### src/rtl/rv_mem_stage.sv
// rv_mem_stage - RISC-V memory-access pipeline stage with MEM/WB register.
//
// Issues one data-memory bus access per load/store. The stage stalls the
// upstream pipeline until the bus reports ready. It builds byte strobes and
// lane-replicated store data, and it extracts and extends load data. It also
// registers the write-back triple (we, wa, wd) for the WB stage.
//
// Configuration macro: RV_MEM_MISALIGN_CHECK_EN
//   defined   : misaligned H/W accesses raise o_mem_misalign, the bus
//               request is suppressed and no register write occurs.
//   undefined : o_mem_misalign is tied low and the low address bits that are
//               irrelevant to the access size are ignored.
//
// Ports:
//   i_mem_clk, i_mem_rstn          clock, async active-low reset
//   i_mem_is_load, i_mem_dmem_we   load / store operation
//   i_mem_alu_res                  effective address or ALU result
//   i_mem_immext_res               extended immediate
//   i_mem_pc_plus_imm, _plus_4     PC-relative results
//   i_mem_dmem_wd                  store data (forwarded rs2)
//   i_mem_dmem_bytectrl            funct3 access size / signedness
//   i_mem_rf_we/_wa/_wd_pre_sel    register write controls, result select
//   o_mem_dmem_*                   data-memory bus request side
//   i_mem_dmem_rdata/_ready        data-memory bus response side
//   o_mem_stall                    freeze IF/ID/EX
//   o_mem_misalign                 misaligned-access flag
//   o_mem_rf_rd_mem                forwarding value to EX
//   o_mem_wb_rf_we/_wa/_wd         MEM/WB pipeline register

`ifndef XLEN
`define XLEN 32
`endif

module rv_mem_stage #(
    parameter int BW_DATA = `XLEN
) (
    input  logic               i_mem_clk,
    input  logic               i_mem_rstn,
    input  logic               i_mem_is_load,
    input  logic               i_mem_dmem_we,
    input  logic [BW_DATA-1:0] i_mem_alu_res,
    input  logic [BW_DATA-1:0] i_mem_immext_res,
    input  logic [BW_DATA-1:0] i_mem_pc_plus_imm,
    input  logic [BW_DATA-1:0] i_mem_pc_plus_4,
    input  logic [BW_DATA-1:0] i_mem_dmem_wd,
    input  logic [2:0]         i_mem_dmem_bytectrl,
    input  logic               i_mem_rf_we,
    input  logic [4:0]         i_mem_rf_wa,
    input  logic [1:0]         i_mem_rf_wd_pre_sel,
    output logic               o_mem_dmem_req,
    output logic               o_mem_dmem_wr,
    output logic [BW_DATA-1:0] o_mem_dmem_addr,
    output logic [3:0]         o_mem_dmem_wstrb,
    output logic [BW_DATA-1:0] o_mem_dmem_wdata,
    input  logic [BW_DATA-1:0] i_mem_dmem_rdata,
    input  logic               i_mem_dmem_ready,
    output logic               o_mem_stall,
    output logic               o_mem_misalign,
    output logic [BW_DATA-1:0] o_mem_rf_rd_mem,
    output logic               o_mem_wb_rf_we,
    output logic [4:0]         o_mem_wb_rf_wa,
    output logic [BW_DATA-1:0] o_mem_wb_rf_wd
);

    typedef enum logic {
        ST_IDLE,
        ST_WAIT
    } state_t;

    state_t             r_state;
    state_t             w_state_nxt;
    logic               w_access;
    logic               w_misalign;
    logic               w_req;
    logic               w_stall;
    logic [1:0]         w_off;
    logic               w_is_byte;
    logic               w_is_half;
    logic [7:0]         w_ld_byte;
    logic [15:0]        w_ld_half;
    logic [BW_DATA-1:0] w_ld_data;
    logic [BW_DATA-1:0] w_presel;

    assign w_access  = i_mem_is_load | i_mem_dmem_we;
    assign w_off     = i_mem_alu_res[1:0];
    assign w_is_byte = (i_mem_dmem_bytectrl[1:0] == 2'b00);
    assign w_is_half = (i_mem_dmem_bytectrl[1:0] == 2'b01);

`ifdef RV_MEM_MISALIGN_CHECK_EN
    // Only real memory ops are checked; funct3 of other ops is meaningless here.
    assign w_misalign = w_access &
                        ((w_is_half & w_off[0]) |
                         (~w_is_byte & ~w_is_half & (w_off != 2'b00)));
`else
    assign w_misalign = 1'b0;
`endif

    assign w_req   = w_access & ~w_misalign;
    assign w_stall = w_req & ~i_mem_dmem_ready;

    assign o_mem_dmem_req  = w_req;
    assign o_mem_dmem_wr   = i_mem_dmem_we;
    assign o_mem_dmem_addr = {i_mem_alu_res[BW_DATA-1:2], 2'b00};
    assign o_mem_stall     = w_stall;
    assign o_mem_misalign  = w_misalign;

    // The state tracks an outstanding access. Stall is derived from req/ready
    // directly, so a zero-wait ready never leaves IDLE.
    always_ff @(posedge i_mem_clk or negedge i_mem_rstn) begin
        if (!i_mem_rstn) begin
            r_state <= ST_IDLE;
        end else begin
            r_state <= w_state_nxt;
        end
    end

    always_comb begin
        w_state_nxt = r_state;
        case (r_state)
            ST_IDLE: if (w_req & ~i_mem_dmem_ready) w_state_nxt = ST_WAIT;
            ST_WAIT: if (i_mem_dmem_ready)          w_state_nxt = ST_IDLE;
            default:                                w_state_nxt = ST_IDLE;
        endcase
    end

    // Store lane placement: strobes select lanes, data is replicated so that
    // every candidate lane already carries the right bytes.
    always_comb begin
        o_mem_dmem_wstrb = 4'b1111;
        o_mem_dmem_wdata = i_mem_dmem_wd;
        if (w_is_byte) begin
            o_mem_dmem_wstrb = 4'b0001 << w_off;
            o_mem_dmem_wdata = {(BW_DATA/8){i_mem_dmem_wd[7:0]}};
        end else if (w_is_half) begin
            o_mem_dmem_wstrb = 4'b0011 << {w_off[1], 1'b0};
            o_mem_dmem_wdata = {(BW_DATA/16){i_mem_dmem_wd[15:0]}};
        end
    end

    // Load extraction: bytectrl[2] marks the unsigned variants.
    always_comb begin
        w_ld_byte = i_mem_dmem_rdata[7:0];
        case (w_off)
            2'd1:    w_ld_byte = i_mem_dmem_rdata[15:8];
            2'd2:    w_ld_byte = i_mem_dmem_rdata[23:16];
            2'd3:    w_ld_byte = i_mem_dmem_rdata[31:24];
            default: w_ld_byte = i_mem_dmem_rdata[7:0];
        endcase
        w_ld_half = w_off[1] ? i_mem_dmem_rdata[31:16] : i_mem_dmem_rdata[15:0];
        w_ld_data = i_mem_dmem_rdata;
        if (w_is_byte) begin
            w_ld_data = {{(BW_DATA-8){w_ld_byte[7] & ~i_mem_dmem_bytectrl[2]}}, w_ld_byte};
        end else if (w_is_half) begin
            w_ld_data = {{(BW_DATA-16){w_ld_half[15] & ~i_mem_dmem_bytectrl[2]}}, w_ld_half};
        end
    end

    always_comb begin
        w_presel = i_mem_alu_res;
        case (i_mem_rf_wd_pre_sel)
            2'b01:   w_presel = i_mem_immext_res;
            2'b10:   w_presel = i_mem_pc_plus_imm;
            2'b11:   w_presel = i_mem_pc_plus_4;
            default: w_presel = i_mem_alu_res;
        endcase
    end

    assign o_mem_rf_rd_mem = w_presel;

    // A stalled cycle pushes a bubble; wa/wd hold since they are ignored.
    // Load data is captured only on the ready cycle, the first non-stall edge.
    always_ff @(posedge i_mem_clk or negedge i_mem_rstn) begin
        if (!i_mem_rstn) begin
            o_mem_wb_rf_we <= 1'b0;
            o_mem_wb_rf_wa <= '0;
            o_mem_wb_rf_wd <= '0;
        end else if (w_stall) begin
            o_mem_wb_rf_we <= 1'b0;
        end else begin
            o_mem_wb_rf_we <= i_mem_rf_we & ~w_misalign;
            o_mem_wb_rf_wa <= i_mem_rf_wa;
            o_mem_wb_rf_wd <= i_mem_is_load ? w_ld_data : w_presel;
        end
    end

endmodule

### config.mk
export PLATFORM = sky130hd
export DESIGN_NAME = rv_mem_stage
export DESIGN_NICKNAME = d
export VERILOG_FILES = /design/src/rtl/rv_mem_stage.sv
export SDC_FILE = /design/constraint.sdc
export NUM_CORES = 1
export LEC_CHECK = 0
export CORE_AREA = 3 3 134 136
export CTS_CLUSTER_SIZE = 25
export DETAILED_ROUTE_END_ITERATION = 8
export DIE_AREA = 0 0 137 139
export GPL_TIMING_DRIVEN = 0
export PLACE_DENSITY = 0.62
export SKIP_CTS_REPAIR_TIMING = 1
export SLEW_MARGIN = 20
export SYNTH_ARGS = -nofsm -noshare
export SYNTH_HDL_FRONTEND = slang
export SYNTH_SLANG_ARGS = --single-unit
### constraint.sdc
create_clock -name i_mem_clk -period 2.9 [get_ports i_mem_clk]
set_input_delay 0.58 -clock i_mem_clk [delete_from_list [all_inputs] [get_ports i_mem_clk]]
set_output_delay 0.58 -clock i_mem_clk [all_outputs]
set_load 0.01 [all_outputs]
; ---- Yosys cells after proc, flatten, opt, wreduce, memory -nomap -nowiden
; Cells that the tools add are included.
[classes]
add_sub_neg = 0
reduce_logical = 1
div_mod_pow = 0
eq_ne = 7
n_lt_le_gt_ge = 0
shifts = 2
multipliers = 0
bitwise = 6
mux = 11
[ops]
columns = operator, n
row1 = $mux W32, 5
row2 = $pmux W32 S3, 1
row3 = $pmux W8 S3, 1
row4 = $mux W16, 1
row5 = $eq A2 B2 Y1 const B, 4
row6 = $mux W4, 2
row7 = $eq A2 B1 Y1 const B, 3
row8 = $shl A1 B2 Y4 const A, 1
row9 = $shl A2 B2 Y4 const A, 1
row10 = $and A1 B1 Y1, 3
row11 = $logic_not A2 Y1, 1
row12 = $not A1 Y1, 2
row13 = $mux W1, 1
row14 = $or A1 B1 Y1, 1
[word_totals]
n_memories = 0
ramBits = 0
ff_bits = 38
wordCells = 30
rom_bits = 0
latch_bits = 0

; ---- Longest topological paths before layout
; Gate-level depths: netlist of the first run.
[logic_depth]
ltp_word = 5
mapped_depth = 6
mapped_depth_nobuf = 4

; ---- Worst setup path before layout of the first run
; OpenSTA, ideal clock, no wires.
[synth_timing]
kind = input-to-output
startpoint = input port i_mem_dmem_bytectrl[0]
endpoint = output port o_mem_dmem_wdata[11]
path_slack_ns = 0.778
required_ns = 2.320
t_arrival_ns = 1.542
n_path_buf = 2
stages = 4
cell_sequence = buf_4 nor2_1 buf_2 mux2_2
[synth_between]
elab_chain_len = 2
[synth_rtl]
columns = item, line_no
row1 = "start, declared", 46  ; input logic [2:0] i_mem_dmem_bytectrl,
row2 = $logic_not A2 Y1, 86  ; assign w_is_byte = (i_mem_dmem_bytectrl[1:0] == 2'b00);
row3 = $mux W32, 131  ; if (w_is_byte) begin
row4 = "end, declared", 54  ; output logic [BW_DATA-1:0] o_mem_dmem_wdata,
; Every way passes these cells.

; ---- Worst setup path after layout of the first run
[layout_timing]
startpoint = input port i_mem_dmem_bytectrl[0]
endpoint = output port o_mem_dmem_wdata[31]
[layout_between]
elab_chain_len = 3
[layout_rtl]
columns = item, line_no
row1 = $eq A2 B1 Y1, 87  ; assign w_is_half = (i_mem_dmem_bytectrl[1:0] == 2'b01);
row2 = $mux W32, 134  ; end else if (w_is_half) begin
row3 = $mux W32 (*), 131
; Mark *: on every way between the ends. The rest lies on a longest branch, timed or not.

==> run_results.csv, run 1 <==
group,metric,value,unit
outcome,status,"complete, no violations",
placed_design,gp_congestion,0.8327,
power,p_per_area,321.4,mW/mm2
layout,fillers,1620,
worst_setup_path,cp.required,2.32,ns
drt,dr.pass1.iters,4,
layout,stdcell_count,943,
worst_setup_path,crit_type,"primary input to primary output",
global_route,grt_pass1_wl,29.50,mm
drt,ant_nets,0,
drt,drc_errors,0,
timing,fin_skew,0,ns
power,leakage,0.003165,uW
drt,drt_wl_total,20.45,mm
worst_setup_path,cpPeakStageDelay,0.57,ns
logic_synthesis,synthDominantAreaCellType,"dfrtp_1",
timing,hold_viol_final,0,
timing,post-route-period-util,98.63,%
placed_design,place_area,0.007415,mm2
cts,cts_sinks,38,
layout,design_area,0.007725,mm2
logic_synthesis,synth_most_common_cell,"nand2_1",
floorplanning,die_y,139,um
placed_design,dp_cells,931,
timing,layout_setup_ws,0.03970,ns
worst_setup_path,r2r_slack,2.03,ns
logic_synthesis,async_flop_share,100.0,%
cts,worstSkewPairLatency,0.27,ns
worst_setup_path,critPathLaunch,"i_mem_dmem_bytectrl[0]",
drt,vias_per_cell,4.769,
layout,area_delta_synth_final,111.1,%
drt,drtIter0Drc,251,
layout,seqCellArea,950.9,um2
timing,period_minus_slack,2.860,ns
global_route,antenna_found_initial,0,
layout,multi_input_area,0.002225,mm2
worst_setup_path,cp-start-kind,"primary input",
logic_synthesis,syn-mean-instance-area,10.19,um2
run,maxCapViolCount,0,
drt,wire_per_inst,21.68,um
layout,layout.nets,927,
worst_setup_path,rr_endpoint,"o_mem_wb_rf_wd[4]$_DFFE_PN0N_",
worst_setup_path,crit_chain,"clkdlybuf4s50_1 > buf_6 > buf_6 > mux2i_1 > o21ai_0 > clkdlybuf4s50_1",
layout,diodes,0,
cts,clockRootBuffer,"clkbuf_16",
floorplanning,io_pins,350,
worst_setup_path,r2r_cells,2,
cts,cts_tree,"built",
global_route,grt_usage,20.28,%
logic_synthesis,yosys_warnings,0,
cts,cts.clk_slew.worst_paths,0.06,ns
floorplanning,core,0.01706,mm2
worst_setup_path,worstPathArrival,2.28,ns
worst_setup_path,r2r_start,"o_mem_wb_rf_wd[4]$_DFFE_PN0N_",
logic_synthesis,synth-seq-cells,38,
cts,numCtsBuffers,5,
logic_synthesis,synth-seq-area-share,25.98,%
global_route,grt_pass1_vias,4819,
drt,via_count,4497,
floorplanning,row_count,48,
cts,h-tree-depth,2,
timing,fmax,0.3496,GHz
timing,setup_viol,0,
global_route,overflow,0,
cts,clockBufferDepth,2,
logic_synthesis,synth_top_area_share,25.98,%
global_route,grt_max_degree,24,
logic_synthesis,synth_top_cells_by_area,"dfrtp_1 26%, mux4_2 23%, buf_4 8.8%",
logic_synthesis,netlist_top_cells_count,"48 x nand2_1, 43 x buf_4, 38 x dfrtp_1, 38 x mux4_2, 31 x o22ai_1",
floorplanning,die_x,137,um
timing,drv_slew,0,
logic_synthesis,synth_edf_count,0,
worst_setup_path,cp-end-kind,"primary output",
layout,fin_util,45.29,%
timing,relSlewSlack,61.00,%
floorplanning,dieArea,0.01904,mm2
floorplanning,start_util,21.46,%
placed_design,hpwl,17.27,mm
power,peakVddDrop,0.0001777,V
timing,tns,0,ns
min_path,hp-class,"primary input to asynchronous set/reset pin",
worst_setup_path,crit_fanout,10,
logic_synthesis,synth-main-ff-cell,"dfrtp_1",
layout,drive_gt1_share,21.17,%
placed_design,dp_slack,-0.6381,ns
logic_synthesis,syn_inst,359,
placed_design,port-buffer-count,344,
logic_synthesis,syn_area,0.003660,mm2
worst_setup_path,crit_slowest_cell,"clkdlybuf4s50_1",
logic_synthesis,yosysUniqueCellTypes,38,
timing,tightest_slew,0.5850,ns
==> sequential cells by signal (all words and copies together), names as in the netlist <==
register and cells:
o_mem_wb_rf_wd 32, o_mem_wb_rf_wa 5, o_mem_wb_rf_we 1
==> metal layers <==
layer	track usage [%]	vias up	wire (um)
li1	-	2065	-
met1	25.16	2180	7895
met2	35.81	230	10400
met3	4.681	22	1793
met4	3.939	0	355
met5	0	-	0
==> worst max-delay path by stage <==
stage,endpoint,slack [ns],cells past startpoint
floorplan,o_mem_dmem_wdata[11],0.78,4
global placement,o_mem_dmem_wdata[25],-0.62,7
detailed placement,o_mem_dmem_wdata[25],-0.64,7
CTS,o_mem_dmem_wdata[25],-0.64,7
global route,o_mem_dmem_wdata[31],-0.005,6
finish,o_mem_dmem_wdata[31],0.04,6
==> per-stage QoR <==
stage | power [uW] | hold slack [ns]
floorplan | 1130 | 0.2844
global placement | 1917 | 0.4545
detailed placement | 1935 | 0.4611
CTS | 2491 | 0.2498
global route | 2604 | 0.2608
finish | 2483 | 0.2314
==> layout make-up <==
class	instances	share of cell area, %
sequential	38	12.31
multi-input combinational	247	28.80
buffer	73	7.127
clock buffer	6	1.798
timing repair buffer	351	46.13
inverter	3	0.1944
tap	225	3.644
==> report_power, final <==
group / switching [uW] / internal [uW]
clock network: 213 / 333
logic: 509 / 785
registers: 42.8 / 601
total: 765 / 1720
==> critical path: cells and delay by family <==
family | cells | cell delay (ns)
buf+inv | 4 | 1.47
compound gates | 1 | 0.14
mux | 1 | 0.08
==> kinds of logic (layout without fill, tap and decap cells) <==
logic type,after synthesis,in the layout,synth area share [%]
simple gates,68,68,7.898
buf+inv,76,433,13.74
mux,62,62,30.50
other cells,1,3,0.1025
compound gates,114,114,21.78
flops,38,38,25.98
==> layout by cell type (no fill, tap or decap), types with 10 or more instances in the layout <==
| cell type | count |
|---|---|
| a21oi_1 | 25 |
| buf_4 | 50 |
| a22o_1 | 10 |
| dfrtp_1 | 38 |
| dlymetal6s2s_1 | 21 |
| mux4_2 | 38 |
| nand2_1 | 48 |
| mux2_2 | 16 |
| buf_6 | 11 |
| clkdlybuf4s50_1 | 322 |
| o22ai_1 | 31 |
Power figures use the tool's default switching activity.
==> run 2: changes to the inputs <==
clock period = 2.8 ns   (was 2.9 ns; I/O delays follow)
==> run_results.csv, run 2 (synthesis results as in run 1) <==
group,metric,value,unit
worst_setup_path,crit_fanout,10,
worst_setup_path,r2r_slack,1.92,ns
global_route,antenna_found_initial,0,
global_route,grt_usage,20.28,%
drt,via_count,4489,
power,p_per_area,332.1,mW/mm2
placed_design,port-buffer-count,344,
drt,wire_per_inst,21.67,um
worst_setup_path,cp.required,2.24,ns
drt,drc_errors,0,
layout,largest_reg_flops,32,
layout,area_delta_synth_final,111.4,%
drt,dr.pass1.iters,4,
worst_setup_path,cp-end-kind,"primary output",
drt,vias_per_cell,4.760,
floorplanning,core,0.01706,mm2
cts,worstSkewPairLatency,0.27,ns
timing,setup_viol,0,
timing,tns,0,ns
worst_setup_path,cpPeakStageDelay,0.58,ns
global_route,grt_pass1_wl,29.50,mm
global_route,grt_pass1_vias,4819,
min_path,hp-class,"primary input to asynchronous set/reset pin",
cts,clockBufferDepth,2,
worst_setup_path,cp_num_buf_inv,3,
worst_setup_path,crit_chain,"buf_2 > buf_6 > mux4_2 > clkdlybuf4s50_1",
layout,final_cell_mix,"318 x clkdlybuf4s50_1, 50 x buf_4, 48 x nand2_1, 38 x mux4_2, 38 x dfrtp_1",
worst_setup_path,crit_slowest_cell,"mux4_2",
cts,numCtsBuffers,5,
worst_setup_path,rr_endpoint,"o_mem_wb_rf_wd[4]$_DFFE_PN0N_",
placed_design,hpwl,17.27,mm
cts,cts_sinks,38,
timing,post-route-period-util,95.84,%
placed_design,gp_congestion,0.8327,
cts,cts.clk_slew.worst_paths,0.06,ns
timing,fin_skew,0,ns
floorplanning,die_x,137,um
floorplanning,die_y,139,um
drt,drtIter0Drc,270,
timing,period_minus_slack,2.683,ns
layout,drive_gt1_share,21.17,%
layout,seqCellArea,950.9,um2
worst_setup_path,r2r_cells,2,
worst_setup_path,r2r_start,"o_mem_wb_rf_wd[4]$_DFFE_PN0N_",
worst_setup_path,worstPathArrival,2.12,ns
timing,rsz0062_at_grt,"no",
cts,h-tree-depth,2,
placed_design,place_area,0.007415,mm2
global_route,grt_max_degree,24,
worst_setup_path,crit_type,"primary input to primary output",
power,peakVddDrop,0.0001838,V
global_route,overflow,0,
floorplanning,row_count,48,
layout,mostFrequentLayoutCell,"clkdlybuf4s50_1",
outcome,status,"complete, no violations",
floorplanning,io_pins,350,
power,leakage,0.003202,uW
floorplanning,dieArea,0.01904,mm2
layout,regMostFlops,"o_mem_wb_rf_wd",
floorplanning,start_util,21.46,%
cts,cts_tree,"built",
drt,ant_nets,0,
layout,diodes,0,
layout,design_area,0.007735,mm2
worst_setup_path,path_delay_family,"buffers and inverters",
timing,drv_slew,0,
timing,fmax,0.3727,GHz
worst_setup_path,cp-start-kind,"primary input",
run,maxCapViolCount,0,
timing,tightest_slew,0.5881,ns
layout,multi_input_area,0.002225,mm2
timing,relSlewSlack,60.79,%
layout,layout.nets,927,
timing,hold_viol_final,0,
drt,drt_wl_total,20.43,mm
cts,clockRootBuffer,"clkbuf_16",
layout,reg_top3,"o_mem_wb_rf_wd x32, o_mem_wb_rf_wa x5, o_mem_wb_rf_we x1",
layout,fillers,1622,
[run 2: worst max-delay path by stage]
stage | cells past startpoint | end | startpoint | slack (ns)
after floorplan | 4 | o_mem_dmem_wdata[11] | i_mem_dmem_bytectrl[0] | 0.72
after global placement | 7 | o_mem_dmem_wdata[25] | i_mem_dmem_bytectrl[1] | -0.68
after detailed placement | 7 | o_mem_dmem_wdata[25] | i_mem_dmem_bytectrl[1] | -0.70
after CTS | 7 | o_mem_dmem_wdata[25] | i_mem_dmem_bytectrl[1] | -0.70
after global routing | 4 | o_mem_rf_rd_mem[3] | i_mem_rf_wd_pre_sel[0] | 0.06
final | 4 | o_mem_rf_rd_mem[3] | i_mem_rf_wd_pre_sel[0] | 0.12
[run 2: metal layers]
metal  vias to the layer above  global-route usage, %  wire (um)
met5                         -                      0          0
met4                         0                  3.939        355
met3                        22                  4.681       1798
met2                       223                  35.81      10390
met1                      2182                  25.16       7889
li1                       2062                      -          -
[run 2: cell type report]
| class | instances | share of cell area [%] |
|---|---|---|
| Multi-Input combinational cell | 247 | 28.76 |
| Tap cell | 225 | 3.640 |
| Clock buffer | 6 | 1.796 |
| Sequential cell | 38 | 12.29 |
| Inverter | 3 | 0.1941 |
| Timing Repair Buffer | 351 | 46.20 |
| Buffer | 73 | 7.117 |
[run 2: power by group]
part | internal, uW | leakage, uW | switching [uW]
sequential | 622 | 0.000429 | 44.3
combinational | 812 | 0.00270 | 527
clock | 345 | 0.0000688 | 219
[run 2: worst register-to-register path: cells and delay by family, from the launching register on]
| kind | cells | cell delay, ns |
|---|---|---|
| AO/OA/AOI/OAI | 2 | 0.35 |
| flip-flops | 1 | 0.39 |
[run 2: per-stage QoR]
stage | utilization (%) | cells | power (uW) | worst slack [ns] | hold slack, ns
2_1_floorplan | - | 361 | 1170 | 0.7185 | 0.2644
3_3_place_gp | 43.34 | 930 | 1986 | -0.6756 | 0.4545
3_5_place_dp | 43.47 | 931 | 2004 | -0.6981 | 0.4611
4_1_cts | 44.29 | 937 | 2580 | -0.7031 | 0.2298
5_1_grt | 45.35 | 943 | 2697 | 0.06025 | 0.2408
6_report | 45.35 | 943 | 2569 | 0.1166 | 0.2117
